`config.mk`:
```
export PLATFORM = sky130hd
export DESIGN_NAME = defect_classifier_roi
export DESIGN_NICKNAME = d
export VERILOG_FILES = /design/src/rtl/defect_classifier_roi.sv
export SDC_FILE = /design/constraint.sdc
export NUM_CORES = 1
export LEC_CHECK = 0
export BUFFER_PORTS_ARGS = -buffer_cell sky130_fd_sc_hd__buf_2
export CORE_MARGIN = 1
export CORE_UTILIZATION = 25
export DETAILED_ROUTE_END_ITERATION = 16
export GPL_ROUTABILITY_DRIVEN = 1
export SKIP_CTS_REPAIR_TIMING = 1
export SLEW_MARGIN = 10
export SYNTH_ARGS = -nofsm -noshare
export SYNTH_HDL_FRONTEND = slang
export SYNTH_SLANG_ARGS = --single-unit
```
`constraint.sdc`:
```
create_clock -name clk -period 4.1 [get_ports clk]
set_clock_uncertainty 0.05 [all_clocks]
set_input_delay 0.41 -clock clk [delete_from_list [all_inputs] [get_ports clk]]
set_output_delay 0.41 -clock clk [all_outputs]
set_load 0.005 [all_outputs]
```
`src/rtl/defect_classifier_roi.sv`:
```
// Per-frame edge-pixel counter with bounding box over a fixed region of interest,
// classifying each completed frame as patch, scratch or nice.
module defect_classifier_roi #(
   parameter int IMG_W   = 640,
   parameter int IMG_H   = 480,
   parameter int POS_W   = 10,
   parameter int COUNT_W = 20,
   parameter int ROI_X0  = 0,
   parameter int ROI_Y0  = 0,
   parameter int ROI_X1  = IMG_W - 1,
   parameter int ROI_Y1  = IMG_H - 1
) (
   input  logic               clk,
   input  logic               rst_n,
   input  logic               per_frame_clken,
   input  logic [POS_W-1:0]   x_pos,
   input  logic [POS_W-1:0]   y_pos,
   input  logic               per_img_Bit,
   input  logic [COUNT_W-1:0] thr_patch,
   input  logic [COUNT_W-1:0] thr_scratch,
   output logic [2:0]         classification,
   output logic               class_valid,
   output logic [COUNT_W-1:0] pixel_count,
   output logic [POS_W-1:0]   bbox_x_min,
   output logic [POS_W-1:0]   bbox_x_max,
   output logic [POS_W-1:0]   bbox_y_min,
   output logic [POS_W-1:0]   bbox_y_max,
   output logic               bbox_valid,
   output logic               frame_abort
);

   typedef enum logic [1:0] {IDLE, ACCUM, DECIDE} state_t;

   state_t state, state_next;

   int   x_i, y_i;
   logic start_pix, last_pix, in_roi, hit;
   logic init_acc, acc_en, snap_en, decide_en, abort_set;

   logic [COUNT_W-1:0] count_acc, base_count, upd_count, snap_count;
   logic [POS_W-1:0]   x_min_acc, x_max_acc, y_min_acc, y_max_acc;
   logic [POS_W-1:0]   base_x_min, base_x_max, base_y_min, base_y_max;
   logic [POS_W-1:0]   upd_x_min, upd_x_max, upd_y_min, upd_y_max;
   logic [POS_W-1:0]   snap_x_min, snap_x_max, snap_y_min, snap_y_max;
   logic [COUNT_W-1:0] shadow_patch, shadow_scratch;

   // Positions are compared as signed ints so ROI bounds at 0 stay warning-free.
   assign x_i       = int'(x_pos);
   assign y_i       = int'(y_pos);
   assign start_pix = per_frame_clken && (x_i == 0) && (y_i == 0);
   assign last_pix  = per_frame_clken && (x_i == IMG_W - 1) && (y_i == IMG_H - 1);
   assign in_roi    = (x_i >= ROI_X0) && (x_i <= ROI_X1) && (y_i >= ROI_Y0) && (y_i <= ROI_Y1);
   assign hit       = per_frame_clken && per_img_Bit && in_roi;

   always_ff @(posedge clk or negedge rst_n) begin
      if (!rst_n) state <= IDLE;
      else        state <= state_next;
   end

   always_comb begin
      state_next = state;
      init_acc   = 1'b0;
      acc_en     = 1'b0;
      snap_en    = 1'b0;
      decide_en  = 1'b0;
      abort_set  = 1'b0;
      case (state)
         IDLE: begin
            if (start_pix) begin
               state_next = ACCUM;
               init_acc   = 1'b1;
               acc_en     = 1'b1;
            end
         end
         ACCUM: begin
            acc_en = 1'b1;
            if (start_pix) begin
               init_acc  = 1'b1;
               abort_set = 1'b1;
            end else if (last_pix) begin
               snap_en    = 1'b1;
               state_next = DECIDE;
            end
         end
         DECIDE: begin
            decide_en = 1'b1;
            // A back-to-back start pixel opens the next frame while this one is decided.
            if (start_pix) begin
               state_next = ACCUM;
               init_acc   = 1'b1;
               acc_en     = 1'b1;
            end else begin
               state_next = IDLE;
            end
         end
         default: state_next = IDLE;
      endcase
   end

   // The start pixel is counted on top of freshly initialised accumulators.
   always_comb begin
      base_count = init_acc ? '0 : count_acc;
      base_x_min = init_acc ? '1 : x_min_acc;
      base_x_max = init_acc ? '0 : x_max_acc;
      base_y_min = init_acc ? '1 : y_min_acc;
      base_y_max = init_acc ? '0 : y_max_acc;
      upd_count  = base_count;
      upd_x_min  = base_x_min;
      upd_x_max  = base_x_max;
      upd_y_min  = base_y_min;
      upd_y_max  = base_y_max;
      if (hit) begin
         if (base_count != '1)    upd_count = base_count + COUNT_W'(1);
         if (x_pos < base_x_min)  upd_x_min = x_pos;
         if (x_pos > base_x_max)  upd_x_max = x_pos;
         if (y_pos < base_y_min)  upd_y_min = y_pos;
         if (y_pos > base_y_max)  upd_y_max = y_pos;
      end
   end

   always_ff @(posedge clk or negedge rst_n) begin
      if (!rst_n) begin
         count_acc      <= '0;
         x_min_acc      <= '0;
         x_max_acc      <= '0;
         y_min_acc      <= '0;
         y_max_acc      <= '0;
         shadow_patch   <= '0;
         shadow_scratch <= '0;
         snap_count     <= '0;
         snap_x_min     <= '0;
         snap_x_max     <= '0;
         snap_y_min     <= '0;
         snap_y_max     <= '0;
      end else begin
         if (acc_en) begin
            count_acc <= upd_count;
            x_min_acc <= upd_x_min;
            x_max_acc <= upd_x_max;
            y_min_acc <= upd_y_min;
            y_max_acc <= upd_y_max;
         end
         if (init_acc) begin
            shadow_patch   <= thr_patch;
            shadow_scratch <= thr_scratch;
         end
         if (snap_en) begin
            snap_count <= upd_count;
            snap_x_min <= upd_x_min;
            snap_x_max <= upd_x_max;
            snap_y_min <= upd_y_min;
            snap_y_max <= upd_y_max;
         end
      end
   end

   always_ff @(posedge clk or negedge rst_n) begin
      if (!rst_n) begin
         classification <= 3'b000;
         class_valid    <= 1'b0;
         pixel_count    <= '0;
         bbox_x_min     <= '0;
         bbox_x_max     <= '0;
         bbox_y_min     <= '0;
         bbox_y_max     <= '0;
         bbox_valid     <= 1'b0;
         frame_abort    <= 1'b0;
      end else begin
         class_valid <= decide_en;
         frame_abort <= abort_set;
         if (decide_en) begin
            pixel_count <= snap_count;
            if (snap_count > shadow_patch)        classification <= 3'b001;
            else if (snap_count > shadow_scratch) classification <= 3'b010;
            else                                  classification <= 3'b100;
            if (snap_count == '0) begin
               bbox_valid <= 1'b0;
               bbox_x_min <= '0;
               bbox_x_max <= '0;
               bbox_y_min <= '0;
               bbox_y_max <= '0;
            end else begin
               bbox_valid <= 1'b1;
               bbox_x_min <= snap_x_min;
               bbox_x_max <= snap_x_max;
               bbox_y_min <= snap_y_min;
               bbox_y_max <= snap_y_max;
            end
         end
      end
   end

endmodule

```
Word-level counts from Yosys, hierarchy flattened:

Index checks and enable logic that the tools add are counted.

* logic and storage cells: 92
* register bits after elaboration: 228
* input bits: 64
* output and inout bits: 66

* reductions and logical operators: 16
* add/subtract/negate cells: 1
* muxes and demuxes: 35
* magnitude comparators: 10
* equal/unequal tests: 8

Operator list (count)
* 2-to-1 mux 10 bit: 16
* logical NOT 32 bit: 2
* 2-to-1 mux 20 bit: 3
* greater-than comparator 20 bit: 2
* adder 20 x 1 -> 20 bit (second input constant): 1
* == test 10 bit (second input constant): 2
* >= comparator 10 x 1 -> 1 bit (second input constant): 2
* greater-than comparator 10 bit: 2
* logical NOT 20 bit: 1
* less-than comparator 10 bit: 2
* inequality test 20 bit (second input constant): 1
* less-or-equal comparator 10 bit (second input constant): 1
* less-or-equal comparator 10 x 9 -> 1 bit (second input constant): 1
* logical AND 1 bit: 9
* 2-to-1 mux 1 bit: 9
* 2-to-1 mux 2 bit: 3
* 2-to-1 mux 3 bit: 2
* inequality test 2 bit (second input constant): 3
* case mux 2 bit (3 select lines): 1
* AND reduction 3 bit: 1
* OR reduction 3 bit: 1
* == test 2 x 1 -> 1 bit (second input constant): 1
* == test 2 bit (second input constant): 1
* logical NOT 2 bit: 1
* 2 further kinds: 2

Logic depth before layout (Yosys ltp):

* depth after elaboration: 9
* gate-level depth with buffers: 16
* gate-level depth less buffers: 13

Worst setup path before layout:

OpenSTA, ideal clock, no wires.

* path kind: input port to flip-flop
* start point: input port x_pos[7]
* end point: register x_max_acc[0]
* stages on the path: 16
* library setup time: 0.068 ns
* required time: 3.982 ns
* path slack: 0.214 ns
* path buffers: 4
* arrival: 3.768 ns
* cell sequence: or4b_1 -> a21oi_1 -> nand4_1 -> clkbuf_1 -> clkbuf_1 -> buf_1 -> nand2_1 -> ha_1 -> a21oi_1 -> nor2b_1 -> o31a_1 -> o41ai_1 -> a21oi_1 -> buf_2 -> a21oi_1 -> a22o_1

* word-level cells in the longest chain between the ends: 9
* elaborated cells on any way between the ends: 16
* those cells by class: 3 x order compare; 6 x mux; 7 x reduce/logical

Ends and longest elaborated chain
* start, declared: line 16 `input logic [POS_W-1:0] x_pos,`
* logical NOT 32 bit: line 50 `assign start_pix = per_frame_clken && (x_i == 0) && (y_i == 0);`
* logical AND 1 bit (2 in a row): line 50
* 2-to-1 mux 1 bit: line 69, 77, 88
* 2-to-1 mux 1 bit
* 2-to-1 mux 10 bit: line 104 `base_x_max = init_acc ? '0 : x_max_acc;`
* greater-than comparator 10 bit: line 115 `if (x_pos > base_x_max) upd_x_max = x_pos;`
* 2-to-1 mux 10 bit: line 115
* 2-to-1 mux 10 bit: line 112 `if (hit) begin`
* end signal, assigned: line 139 `x_max_acc <= upd_x_max;`
* end, declared: line 41 `logic [POS_W-1:0] x_min_acc, x_max_acc, y_min_acc, y_max_acc;`

Several ways; a longest one is shown, not always the timed one.
A chain may end at the register's enable or synchronous reset.

Final worst setup path:

* start point: input port x_pos[7]
* end point: register y_max_acc[1]

* word-level cells in the longest chain between the ends: 9
* elaborated cells on any way between the ends: 16
* those cells by class: 3 x order compare; 6 x mux; 7 x reduce/logical

Ends and longest elaborated chain
* logical NOT 32 bit: line 50
* logical AND 1 bit (2 in a row): line 50
* 2-to-1 mux 1 bit: line 69, 77, 88
* 2-to-1 mux 1 bit
* 2-to-1 mux 10 bit: line 106 `base_y_max = init_acc ? '0 : y_max_acc;`
* greater-than comparator 10 bit: line 117 `if (y_pos > base_y_max) upd_y_max = y_pos;`
* 2-to-1 mux 10 bit: line 117
* 2-to-1 mux 10 bit: line 112
* end signal, assigned: line 141 `y_max_acc <= upd_y_max;`
* end, declared: line 41

Several ways; a longest one is shown, not always the timed one.

==> qor.txt <==
global placement routability congestion: 0.845
n_diodes: 0
layout cells sized above 1: 16.9%
Syn. warnings: 0
First-pass DRT Iterations: 5
P_sw: 1060 uW
CP startpoint kind: input port
drt drc: 0
non-filler instance count after layout: 1,909
fin area: 13,600 um^2
Final Hold Fails: 0
Yosys top cell area share: 50.7%
Top FF cell, synth: dfrtp_1
Fmax: 283 MHz
largest net degree at the start of global routing: 112
pre-CTS worst setup slack: 0.0638 ns
clock power share: 49.6%
critical path endpoint category: flop
Core Region: 44,300 um^2
Die Y: 214 um
fillers: 4,621
Seq cells post-synth: 228
area leader, netlist: dfrtp_1
DR vias: 9,095
cell count after synthesis: 1,155
total CTS buffers: 25
P&R area growth vs syn: 21.3%
antenna violations before repair: 0
clk root buf: clkbuf_16
Clock Sinks: 228
syn avg cell area: 9.73 um^2
Sequential Power Share: 46.7%
multi-input logic area: 5150 um^2
final worst slack: 0.572 ns
CTS Buffer Depth: 3
ANT nets after route: 0
status: completed
RSZ-0062 raised after global routing: no
Synth cell types: 59
Int Power: 3770 uW
first-pass GRT wire length: 52.7 mm
die width: 214 um
min-delay worst type: in2reg
setup total negative slack: 0 ns
CP Class: in2reg
Clock Latency Late Sink: 0.54 ns
commonest non-fill, non-tap cells in the layout: dfrtp_1 (228), nand2_1 (211), buf_2 (128)
CTS tree: yes
Initial Util: 25.4%
I/O pin count: 130
DRT Wirelength: 32.3 mm
top post-synthesis cells by area: dfrtp_1 (51%), ha_1 (8.8%), nand2_1 (7.0%), a22o_1 (4.8%), o21ai_0 (3.4%)
via/cell ratio: 4.76
minimum clock period: 3.53 ns
Mapped Nets: 1,298
switch share: 22.0%
placed cell area: 12,800 um^2
Worst Path Max Fanout: 18
Critical Path RT: 4.52 ns
HPWL Detailed: 23.2 mm
overflow left after global routing: 0
full die area: 45,800 um^2
WP data arrival: 3.95 ns
setup violators final: 0
Sequential Area: 5710 um^2
Post-synth EDFFs: 0
Worst-path clk slew: 0.06 ns
DR iter-0 viols: 570
Least-Margin Pin Slew: 0.925 ns
row cnt: 77
Leak: 0.00682 uW
pins over their slew limit: 0
H-Tree Depth: 1
placed insts: 1,863
commonest non-fill, non-tap cell in the layout: dfrtp_1
Synth async-reset ratio: 100%
Pwr Density: 354 nW/um^2
Rel. slew slack: 38.2%
vias in the first global route: 9,237
share of the yosys chip area belonging to registers: 50.7%
Comb power frac: 3.8%
nets@finish: 1,442
GRT Total Usage: 14.3%
maxcap violations: 0
Max IR drop VDD: 0.214 mV
synthesized cell area: 11,200 um^2
drt wl/cell: 16.9 um
count of input and output buffers: 129
Tcrit/Tclk final: 86.0%
## stage by stage
step / util [%] / power (uW) / hold slack [ns]
floorplan: - / 2340 / 0.0644
global placement: 28.8 / 2470 / 0.406
detailed placement: 28.8 / 2480 / 0.408
CTS: 30.8 / 4890 / -0.0756
global route: 30.8 / 5010 / 0.0333
finish: 30.8 / 4830 / 0.0366
## synthesized netlist by cell type (7+ instances only)
library cell and instances:
a21o_1 13, a21oi_1 43, a22o_1 61, and2_1 12, and3_1 15, and4_1 9
buf_1 9, buf_2 13, clkbuf_1 29, dfrtp_1 228, ha_1 79, inv_1 55
nand2_1 211, nand3_1 32, nand4_1 15, nor2_1 85, nor2b_1 8, nor3_1 21
nor4_1 11, o21ai_0 76, o21ai_1 9, o22a_1 17, o31ai_1 13, or4_1 7
xnor2_1 16, xor2_1 11
## routing by layer
layer | global-route usage (%) | part of all wire [%] | vias to the layer above
li1 | - | - | 4369
met1 | 19.9 | 47 | 4461
met2 | 23.5 | 47 | 225
met3 | 2.47 | 4.6 | 40
met4 | 2.86 | 1.6 | 0
met5 | 0 | 0 | -
## layout make-up
class / instances / area share [%]
Timing Repair Buffer: 168 / 7.06
Sequential cell: 228 / 41.8
Tap cell: 592 / 5.43
Clock inverter: 8 / 0.908
Inverter: 55 / 1.51
Clock buffer: 37 / 5.50
Multi-Input combinational cell: 821 / 37.8
## final timing paths
path,start,end,slack (ns),cells after the start
max,x_pos[7],y_max_acc[1],0.57,13
max in group asynchronous,rst_n,pixel_count[16],2.57,3
min,thr_scratch[3],shadow_scratch[3],0.04,3
min in group asynchronous,rst_n,pixel_count[6],0.46,2
min reg2reg,snap_y_min[2],snap_y_min[2],0.42,2
max reg2reg,state[1],y_max_acc[1],0.72,11
## sequential cells by signal (all words and copies together) (netlist names), 2 cells and up
register        cells
shadow_scratch     20
state               2
shadow_patch       20
y_max_acc          10
count_acc          20
classification      3
bbox_y_min         10
snap_y_max         10
bbox_y_max         10
snap_y_min         10
pixel_count        20
x_max_acc          10
bbox_x_min         10
bbox_x_max         10
snap_x_max         10
snap_count         20
x_min_acc          10
y_min_acc          10
snap_x_min         10
## kinds of logic (layout without fill, tap and decap cells)
| logic type | count (synthesis) | after routing | synth area share, % |
|---|---|---|---|
| fa+ha+maj | 79 | 79 | 8.79 |
| buf+inv | 106 | 268 | 3.68 |
| compound gates | 264 | 264 | 16.1 |
| xor+xnor | 27 | 27 | 2.10 |
| simple gates | 446 | 446 | 18.1 |
| flops | 228 | 228 | 50.7 |
| mux | 5 | 5 | 0.445 |
## critical path: stages
cell and delay (ns):
buf_2 0.14, or4b_1 0.59, a21oi_1 0.20, nand4_1 0.20, buf_4 0.27, nand2_1 0.11, ha_1 0.24, and3_1 0.19
a221o_1 0.34, a221oi_1 0.26, a311oi_1 0.12, a21oi_1 0.62, a22o_1 0.25
## power by group through the flow
stage / registers [uW] / clock network [uW] / logic (uW)
final: 2250 / 2390 / 181
after global routing: 2250 / 2550 / 206
after CTS: 2250 / 2460 / 183
after detailed placement: 2290 / 0 / 183
after global placement: 2290 / 0 / 179
after floorplan: 2290 / 0 / 49.5
Note: power is estimated with default switching activity, not from simulation.
